<file path="src/rtl/hienthi_ngaygio_nhapnhay_pkg.sv">
// Shared constants for the date/time 7-segment display: active-low glyphs
// (bit order g,f,e,d,c,b,a) and a width helper that never returns zero.
package hienthi_ngaygio_nhapnhay_pkg;

   localparam logic [6:0] SEG_0     = 7'b1000000;
   localparam logic [6:0] SEG_1     = 7'b1111001;
   localparam logic [6:0] SEG_2     = 7'b0100100;
   localparam logic [6:0] SEG_3     = 7'b0110000;
   localparam logic [6:0] SEG_4     = 7'b0011001;
   localparam logic [6:0] SEG_5     = 7'b0010010;
   localparam logic [6:0] SEG_6     = 7'b0000010;
   localparam logic [6:0] SEG_7     = 7'b1111000;
   localparam logic [6:0] SEG_8     = 7'b0000000;
   localparam logic [6:0] SEG_9     = 7'b0010000;
   localparam logic [6:0] SEG_DASH  = 7'b0111111;
   localparam logic [6:0] SEG_BLANK = 7'b1111111;

   // Bits needed to hold 0..n-1, at least 1 so degenerate sizes still compile.
   function automatic int unsigned safe_w(input int unsigned n);
      return (n <= 1) ? 1 : $clog2(n);
   endfunction

endpackage

</file>
<file path="src/rtl/hienthi_ngaygio_nhapnhay_giai_ma_bcd_7doan.sv">
// One BCD nibble to an active-low 7-segment pattern; non-decimal codes show '-'.
module giai_ma_bcd_7doan
   import hienthi_ngaygio_nhapnhay_pkg::*;
(
   input  logic [3:0] nibble_i,
   input  logic       blank_i,
   output logic [6:0] seg_c
);

   always_comb begin
      seg_c = SEG_DASH;
      if (blank_i) begin
         seg_c = SEG_BLANK;
      end else begin
         case (nibble_i)
            4'd0:    seg_c = SEG_0;
            4'd1:    seg_c = SEG_1;
            4'd2:    seg_c = SEG_2;
            4'd3:    seg_c = SEG_3;
            4'd4:    seg_c = SEG_4;
            4'd5:    seg_c = SEG_5;
            4'd6:    seg_c = SEG_6;
            4'd7:    seg_c = SEG_7;
            4'd8:    seg_c = SEG_8;
            4'd9:    seg_c = SEG_9;
            default: seg_c = SEG_DASH;
         endcase
      end
   end

endmodule

</file>
<file path="src/rtl/hienthi_ngaygio_nhapnhay.sv">
// Two-page BCD date/time display with edit-field blinking, leading-zero
// blanking, static per-digit segment outputs and a scanned digit bus.
module hienthi_ngaygio_nhapnhay
   import hienthi_ngaygio_nhapnhay_pkg::*;
#(
   parameter int unsigned           NUM_FIELDS = 3,
   parameter int unsigned           BLINK_DIV  = 25000000,
   parameter int unsigned           SCAN_DIV   = 50000,
   parameter logic [NUM_FIELDS-1:0] LZB_MASK   = 3'b011,
   parameter bit                    ACTIVE_LOW = 1'b1
)(
   input  logic                            clk,
   input  logic                            rst,
   input  logic [8*NUM_FIELDS-1:0]         page_a,
   input  logic [8*NUM_FIELDS-1:0]         page_b,
   input  logic                            page_sel,
   input  logic                            edit_en,
   input  logic [safe_w(NUM_FIELDS)-1:0]   edit_field,
   output logic [14*NUM_FIELDS-1:0]        seg_static,
   output logic [6:0]                      seg_mux,
   output logic [2*NUM_FIELDS-1:0]         dig_sel
);

   localparam int unsigned ND = 2 * NUM_FIELDS;
   localparam int unsigned FW = safe_w(NUM_FIELDS);
   localparam int unsigned BW = safe_w(BLINK_DIV);
   localparam int unsigned SW = safe_w(SCAN_DIV);
   localparam int unsigned IW = safe_w(ND);
   localparam logic [6:0]  POL_MASK  = ACTIVE_LOW ? 7'h00 : 7'h7F;
   localparam logic [6:0]  BLANK_OUT = SEG_BLANK ^ POL_MASK;

   logic [BW-1:0]      blink_cnt_q, blink_cnt_d;
   logic               blink_phase_q, blink_phase_d;
   logic               edit_en_q;
   logic [FW-1:0]      edit_field_q;
   logic [SW-1:0]      scan_cnt_q, scan_cnt_d;
   logic [IW-1:0]      scan_idx_q, scan_idx_d;
   logic [7*ND-1:0]    seg_static_q, seg_static_d;
   logic [6:0]         seg_mux_q, seg_mux_d;
   logic [ND-1:0]      dig_sel_q, dig_sel_d;

   logic               blink_clr_c;
   logic [8*NUM_FIELDS-1:0] page_c;
   logic [3:0]         nib_c [ND];
   logic               blk_c [ND];
   logic [6:0]         seg_raw_c [ND];

   // Blink timer; a fresh edit target restarts in the visible phase.
   always_comb begin
      blink_clr_c   = edit_en && (!edit_en_q || (edit_field != edit_field_q));
      blink_cnt_d   = blink_cnt_q + BW'(1);
      blink_phase_d = blink_phase_q;
      if (blink_clr_c) begin
         blink_cnt_d   = '0;
         blink_phase_d = 1'b0;
      end else if (blink_cnt_q == BW'(BLINK_DIV - 1)) begin
         blink_cnt_d   = '0;
         blink_phase_d = !blink_phase_q;
      end
   end

   // Per-digit nibble and blank selection; uses the post-clear blink phase.
   always_comb begin
      page_c = page_sel ? page_b : page_a;
      for (int i = 0; i < int'(NUM_FIELDS); i++) begin
         nib_c[2*i]   = page_c[8*i +: 4];
         nib_c[2*i+1] = page_c[8*i+4 +: 4];
         blk_c[2*i]   = edit_en && (edit_field == FW'(i)) && blink_phase_d;
         blk_c[2*i+1] = blk_c[2*i] || (LZB_MASK[i] && (page_c[8*i+4 +: 4] == 4'd0));
      end
   end

   for (genvar d = 0; d < int'(ND); d++) begin : g_dec
      giai_ma_bcd_7doan u_dec (
         .nibble_i (nib_c[d]),
         .blank_i  (blk_c[d]),
         .seg_c    (seg_raw_c[d])
      );
   end

   always_comb begin
      for (int d = 0; d < int'(ND); d++) begin
         seg_static_d[7*d +: 7] = seg_raw_c[d] ^ POL_MASK;
      end
   end

   // Scan position; seg_mux is picked from the same next-state as dig_sel.
   always_comb begin
      scan_cnt_d = scan_cnt_q + SW'(1);
      scan_idx_d = scan_idx_q;
      if (scan_cnt_q == SW'(SCAN_DIV - 1)) begin
         scan_cnt_d = '0;
         scan_idx_d = (scan_idx_q == IW'(ND - 1)) ? '0 : scan_idx_q + IW'(1);
      end
      dig_sel_d = ND'(1) << scan_idx_d;
      seg_mux_d = BLANK_OUT;
      for (int d = 0; d < int'(ND); d++) begin
         if (scan_idx_d == IW'(d)) seg_mux_d = seg_static_d[7*d +: 7];
      end
   end

   always_ff @(posedge clk) begin
      if (rst) begin
         blink_cnt_q   <= '0;
         blink_phase_q <= 1'b0;
         edit_en_q     <= 1'b0;
         edit_field_q  <= '0;
         scan_cnt_q    <= '0;
         scan_idx_q    <= '0;
         seg_static_q  <= {ND{BLANK_OUT}};
         seg_mux_q     <= BLANK_OUT;
         dig_sel_q     <= ND'(1);
      end else begin
         blink_cnt_q   <= blink_cnt_d;
         blink_phase_q <= blink_phase_d;
         edit_en_q     <= edit_en;
         edit_field_q  <= edit_field;
         scan_cnt_q    <= scan_cnt_d;
         scan_idx_q    <= scan_idx_d;
         seg_static_q  <= seg_static_d;
         seg_mux_q     <= seg_mux_d;
         dig_sel_q     <= dig_sel_d;
      end
   end

   assign seg_static = seg_static_q;
   assign seg_mux    = seg_mux_q;
   assign dig_sel    = dig_sel_q;

endmodule
</file>
<file path="config.mk">
export PLATFORM = sky130hd
export DESIGN_NAME = hienthi_ngaygio_nhapnhay
export DESIGN_NICKNAME = d
export VERILOG_FILES = /design/src/rtl/hienthi_ngaygio_nhapnhay_pkg.sv /design/src/rtl/hienthi_ngaygio_nhapnhay_giai_ma_bcd_7doan.sv /design/src/rtl/hienthi_ngaygio_nhapnhay.sv
export SDC_FILE = /design/constraint.sdc
export NUM_CORES = 1
export LEC_CHECK = 0
export ABC_AREA = 1
export CAP_MARGIN = 20
export CORE_MARGIN = 2
export CORE_UTILIZATION = 48
export CTS_BUF_LIST = sky130_fd_sc_hd__clkbuf_16
export CTS_CLUSTER_DIAMETER = 200
export DETAILED_ROUTE_END_ITERATION = 7
export PLACE_DENSITY = 0.78
export SYNTH_ARGS = -nofsm -noshare
export SYNTH_HDL_FRONTEND = slang
export SYNTH_SLANG_ARGS = --single-unit
</file>
<file path="constraint.sdc">
create_clock -name clk -period 2.9 [get_ports clk]
set_input_delay 0.87 -clock clk [delete_from_list [all_inputs] [get_ports clk]]
set_output_delay 0.87 -clock clk [all_outputs]
set_load 0.05 [all_outputs]
</file>
Word-level counts from Yosys, hierarchy flattened
Memories as Yosys holds them, arrays and structs flattened.
Index checks and enable logic that the tools add are counted.
{"block": "classes", "n_shift": 1, "muxes": 17, "bitwise": 0, "n_reduce_logical": 18, "n_lt_le_gt_ge": 0, "n_eq_ne": 11, "n_mul": 0, "addsub": 3, "n_div": 0}
{"operator": "two-way mux 7 bit", "count": 12}
{"operator": "adder 25 x 1 -> 25 bit, second input constant", "count": 1}
{"operator": "== test 25 bit, second input constant", "count": 1}
{"operator": "two-way mux 24 bit", "count": 1}
{"operator": "adder 16 x 1 -> 16 bit, second input constant", "count": 1}
{"operator": "== test 16 bit, second input constant", "count": 1}
{"operator": "== test 3 bit, second input constant", "count": 3}
{"operator": "logical NOT 4 bit", "count": 2}
{"operator": "logical AND 1 bit", "count": 7}
{"operator": "== test 3 x 2 -> 1 bit, second input constant", "count": 2}
{"operator": "two-way mux 3 bit", "count": 2}
{"operator": "<< shifter 1 x 3 -> 6 bit, first input constant", "count": 1}
{"operator": "adder 3 x 1 -> 3 bit, second input constant", "count": 1}
{"operator": "== test 3 x 1 -> 1 bit, second input constant", "count": 1}
{"operator": "logical NOT 3 bit", "count": 1}
{"operator": "logical OR 1 bit", "count": 3}
{"operator": "OR reduction 3 bit", "count": 1}
{"operator": "== test 2 x 1 -> 1 bit, second input constant", "count": 1}
{"operator": "== test 2 bit, second input constant", "count": 1}
{"operator": "logical NOT 1 bit", "count": 2}
{"operator": "logical NOT 2 bit", "count": 1}
{"operator": "two-way mux 1 bit", "count": 2}
{"operator": "!= test 2 bit", "count": 1}
{"operator": "OR reduction 2 bit", "count": 1}
{"block": "totals", "mem_count": 6, "register_bits": 103, "rom_bits": 672, "ramBits": 0, "latch_bits": 0, "elab_cells": 65}
{"name": "(no name shown)", "depth": 16, "width": 7, "read_ports": 1, "rd_clocked_by_memory_dff": 0, "write_ports": 0, "line": "hienthi_ngaygio_nhapnhay_giai_ma_bcd_7doan.sv:15", "source": "case (nibble_i)"}
{"name": "(no name shown)", "depth": 16, "width": 7, "read_ports": 1, "rd_clocked_by_memory_dff": 0, "write_ports": 0, "line": "hienthi_ngaygio_nhapnhay_giai_ma_bcd_7doan.sv:15"}
{"name": "(no name shown)", "depth": 16, "width": 7, "read_ports": 1, "rd_clocked_by_memory_dff": 0, "write_ports": 0, "line": "hienthi_ngaygio_nhapnhay_giai_ma_bcd_7doan.sv:15"}
{"name": "(no name shown)", "depth": 16, "width": 7, "read_ports": 1, "rd_clocked_by_memory_dff": 0, "write_ports": 0, "line": "hienthi_ngaygio_nhapnhay_giai_ma_bcd_7doan.sv:15"}
{"name": "(no name shown)", "depth": 16, "width": 7, "read_ports": 1, "rd_clocked_by_memory_dff": 0, "write_ports": 0, "line": "hienthi_ngaygio_nhapnhay_giai_ma_bcd_7doan.sv:15"}
{"name": "(no name shown)", "depth": 16, "width": 7, "read_ports": 1, "rd_clocked_by_memory_dff": 0, "write_ports": 0, "line": "hienthi_ngaygio_nhapnhay_giai_ma_bcd_7doan.sv:15"}

Depth between registers and ports, before layout
{"block": "depth", "word_depth": 12, "ltp_mapped": 17}

By module
From an unflattened synthesis, not the netlist that was laid out.
{"block": "unflattened", "cells_unflattened": 832, "hier_area_um2": 5788.1}
{"module": "hienthi_ngaygio_nhapnhay", "cells_per_inst": 610, "area_per_inst_um2": 4609.4, "seq_area_each_um2": 2062.0, "instances": 1}
{"module": "giai_ma_bcd_7doan", "cells_per_inst": 37, "area_per_inst_um2": 196.4, "seq_area_each_um2": 0.0, "instances": 6}

Worst setup path before layout
OpenSTA, ideal clock, no wires.
{"block": "synth_timing", "kind": "input to register", "start": "input page_sel", "end": "register seg_mux_q[5] (netlist: seg_mux[5])", "setup_slack_ns": 0.053, "n_path_buf": 3, "cell_stages": 14, "arrival_time_ns": 2.734, "path_cell_list": "buf_4 buf_6 buf_6 o21ai_0 inv_1 ha_1 or2_2 and3_1 inv_1 nand3_1 o21ai_1 inv_1 nand2_1 nand2_1"}
{"block": "synth_between", "elab_chain_cells": 9}
{"item": "start: declaration", "line": "hienthi_ngaygio_nhapnhay.sv:16", "source": "input logic page_sel,"}
{"item": "two-way mux 24 bit (*)", "line": "hienthi_ngaygio_nhapnhay.sv:64", "source": "page_c = page_sel ? page_b : page_a;"}
{"item": "memory read (16 x 7 bit) / logical NOT 4 bit (equally long branches)"}
{"item": "two-way mux 7 bit / logical OR 1 bit (equally long branches)", "line": "hienthi_ngaygio_nhapnhay_giai_ma_bcd_7doan.sv:12, hienthi_ngaygio_nhapnhay.sv:69"}
{"item": "two-way mux 7 bit, on equally long branches", "line": "hienthi_ngaygio_nhapnhay.sv:98, hienthi_ngaygio_nhapnhay_giai_ma_bcd_7doan.sv:12"}
{"item": "two-way mux 7 bit (4 in series)", "line": "hienthi_ngaygio_nhapnhay.sv:98", "source": "if (scan_idx_d == IW'(d)) seg_mux_d = seg_static_d[7*d +: 7];"}
{"item": "two-way mux 7 bit (*)", "line": "hienthi_ngaygio_nhapnhay.sv:98"}
{"item": "end signal: assignment", "line": "hienthi_ngaygio_nhapnhay.sv:121", "source": "seg_mux_q <= seg_mux_d;"}
{"item": "end: declaration", "line": "hienthi_ngaygio_nhapnhay.sv:39", "source": "logic [6:0] seg_mux_q, seg_mux_d;"}
Every way passes the cells marked *; elsewhere a longest branch is shown, timed or not.
A chain may end at the register's enable or synchronous reset.

Worst setup path in the final report
{"block": "layout_timing", "start": "input page_a[13]", "end": "register seg_mux_q[5] (netlist: seg_mux[5])"}
{"block": "layout_between", "elab_chain_cells": 7}
{"item": "start: declaration", "line": "hienthi_ngaygio_nhapnhay.sv:14", "source": "input logic [8*NUM_FIELDS-1:0] page_a,"}
{"item": "two-way mux 24 bit (*)", "line": "hienthi_ngaygio_nhapnhay.sv:64"}
{"item": "parallel branches: the longest is 2 deep, another holds memory read (16 x 7 bit)"}
{"item": "two-way mux 7 bit (*)", "line": "hienthi_ngaygio_nhapnhay_giai_ma_bcd_7doan.sv:12", "source": "if (blank_i) begin"}
{"item": "two-way mux 7 bit (*) (3 in series)", "line": "hienthi_ngaygio_nhapnhay.sv:98"}
Every way passes the cells marked *.

==> results.cfg <==
[status]
status = complete, no violations

[synth]
ys_seq_elements = 103
synth_top_area_cell = dfxtp_1
synth_cell_types = 40
yosys_warnings = 0
synthArstFlopShare_pct = 0
synth.top_cells.by_count = 135 x nand2_1, 120 x inv_1, 103 x dfxtp_1, 86 x nand3_1, 85 x nor2_1
synthFlopType = dfxtp_1
synth_edf_count = 0
yosysMostFrequentCell = nand2_1
synth_cells = 802
synth_top_cell_area_share_pct = 36.0
syn_area_sq_um = 5720
yosys-top-cells-area = dfxtp_1 36%, nand2_1 8.9%, inv_1 7.9%
avgSynthCellArea_sq_um = 7.14
syn_nets = 888
yosysSeqAreaShare_pct = 36.0

[global_routing]
antenna_found_initial = 0
grt_overflow = 0
grt_usage_pct = 21.2
grt_first_pass_wirelength_microns = 22500
grt_max_degree = 24
grt_pass1_vias = 5111

[power_and_ir_drop]
p_leak_nw = 3.30
irDropWorstVdd_mv = 0.296
p_per_area_nw_per_um2 = 467
power_mw = 3.42

[placement]
postPlaceCellArea_sq_um = 7060
io_buffers = 108
pre_cts_ws_ns = -0.128
dp_hpwl_microns = 10300
place_inst = 1057
gp_congestion = 0.857

[clock_tree]
cts_tree = built
clkSinkCount = 103
cts.clk_slew.worst_paths_ns = 0.07
cts_buffers = 9
post_cts_buffers = 0
clockRootBuffer = clkbuf_16
htree_levels = 3
clockBufferDepth = 2
clk_latency_ns = 0.35

[floorplanning]
die_height_microns = 113
fp.coreArea_sq_um = 11500
die_w_microns = 113
pin_count = 109
initial_core_util_pct = 49.7
die_area_sq_um = 12800
rows = 39

[layout]
seq_area_sq_um = 2060
drive_above_1_share_pct = 10.0
final_cells = 1073
multiInputGateArea_sq_um = 3060
antenna_cells = 0
nets = 1011
final_area_sq_um = 7320
num-fill-cells = 1038
area_growth_pct = 27.9
utilization_pct = 63.6

[worst_setup_path]
cp.buffers_inverters = 2
cpMaxStageDelayCell = clkdlybuf4s50_1
r2r_slack_ns = 0.69
cp_top_family = compound AO/OA/AOI/OAI gates
end_kind = flip-flop
cp.depth = 11
worstReg2RegEnd = seg_mux[4]
path_cells = clkdlybuf4s50_1 -> o21ai_2 -> inv_1 -> ha_1 -> or2_2 -> nand3_1 -> nand2_1 -> o21ai_0 -> o21ai_1 -> nand2_1 -> nand2_1
slowest_delay_ns = 0.41
critPathKind = primary input to flip-flop
r2r-start = scan_cnt_q[0]
critPathLaunchType = primary input
cp_max_fo = 6
cp.required_ns = 3.14
crit_path_frequent_cell = nand2_1
r2r_cells = 10
worstPathArrival_ns = 2.76

[timing]
timing.hold.ws_ns = 0.449
rsz0062_at_grt = false
slew_violations = 0
fin_crit_sh_pct = 86.7
fmax_ghz = 0.398
tns_ns = 0
tightest_slew_ns = 0.547
setup_viol_count_final = 0
slew_headroom_pct = 62.5
layout_setup_ws_ns = 0.385
period_needed_ns = 2.51
fin_skew_ns = 0.0110
hold_viol = 0

[detailed_routing]
maxUsedRoutingLayer = met4
ant_nets = 0
wl_met1_microns = 5730
viasPerCell = 5.07
num_vias = 5439
totalWireLength_microns = 13300
drc = 0
dr.pass1.iters = 7
wl_met2_microns = 6470
wl_per_cell_microns = 12.4
drt_iter0_drc = 427
route.met3.wl_microns = 746

[job]
drv_cap = 0

[min_path]
worstHoldPathType = flip-flop to flip-flop
min_from = scan_cnt_q[0]
hold_depth = 1
hold_path_end = scan_cnt_q[0]
==> flip-flops by register name, indices dropped and copies added, names as in the netlist <==
| register | cells |
|---|---|
| seg_mux | 7 |
| scan_cnt_q | 16 |
| blink_cnt_q | 25 |
| edit_field_q | 2 |
| scan_idx_q | 3 |
| dig_sel | 6 |
| blink_phase_q | 1 |
| seg_static | 42 |
| edit_en_q | 1 |
==> worst max path at each step <==
stage / start / end / slack (ns)
finish: page_a[13] / seg_mux[5] / 0.39
global route: page_a[13] / seg_mux[5] / 0.22
CTS: page_a[5] / seg_mux[5] / 0.23
detailed placement: page_a[5] / seg_mux[5] / -0.13
global placement: page_a[5] / seg_mux[5] / -0.06
floorplan: page_sel / seg_mux[5] / 0.05
==> kinds of logic (layout without fill, tap and decap cells) <==
| family | after synthesis | count (layout) | synth area share (%) |
|---|---|---|---|
| fa+ha+maj | 32 | 32 | 6.99 |
| mux | 1 | 1 | 0.175 |
| xor+xnor | 18 | 18 | 2.75 |
| compound gates | 102 | 102 | 10.6 |
| buf+inv | 151 | 279 | 10.6 |
| flops | 103 | 103 | 36.0 |
| simple gates | 395 | 395 | 32.9 |
==> what timing repair did <==
| action | in CTS | in global routing |
|---|---|---|
| resized for setup | 0 | 1 |
| endpoints found under the setup margin | 0 | 1 |
| hold buffers | 0 | 0 |
==> power by group <==
part	total, mW	switching, mW	internal, mW
logic	0.820	0.515	0.305
clock network	1.09	0.519	0.574
registers	1.51	0.0237	1.48
==> routing by layer <==
metal  track usage [%]  vias up
met5                 0        -
met4              7.48        0
met3              4.02       24
met2              36.7      171
met1              26.4     2407
li1                  -     2837
==> cells in the final DEF, fill, tap and decap left out, types with 9 or more instances in the layout <==
master / netlist / final
nand2_1: 135 / 135
inv_1: 120 / 121
clkdlybuf4s50_1: 0 / 107
dfxtp_1: 103 / 103
nand3_1: 86 / 86
nor2_1: 85 / 85
o21ai_0: 37 / 36
nand4_1: 35 / 35
ha_1: 32 / 32
buf_4: 3 / 23
a21oi_1: 21 / 21
o21ai_1: 14 / 15
xor2_1: 13 / 13
nor3_1: 13 / 13
o21ai_2: 10 / 10
inv_2: 9 / 9
clkbuf_16: 0 / 9
==> area by class of cell <==
type | count | share of cell area (%)
flip-flops and latches | 103 | 28.2
well taps | 143 | 2.44
clock inverters | 7 | 0.564
clock buffers | 9 | 3.08
multi-input cells | 548 | 41.7
repair buffers | 132 | 17.3
inverters | 131 | 6.71
Power figures use the tool's default switching activity.
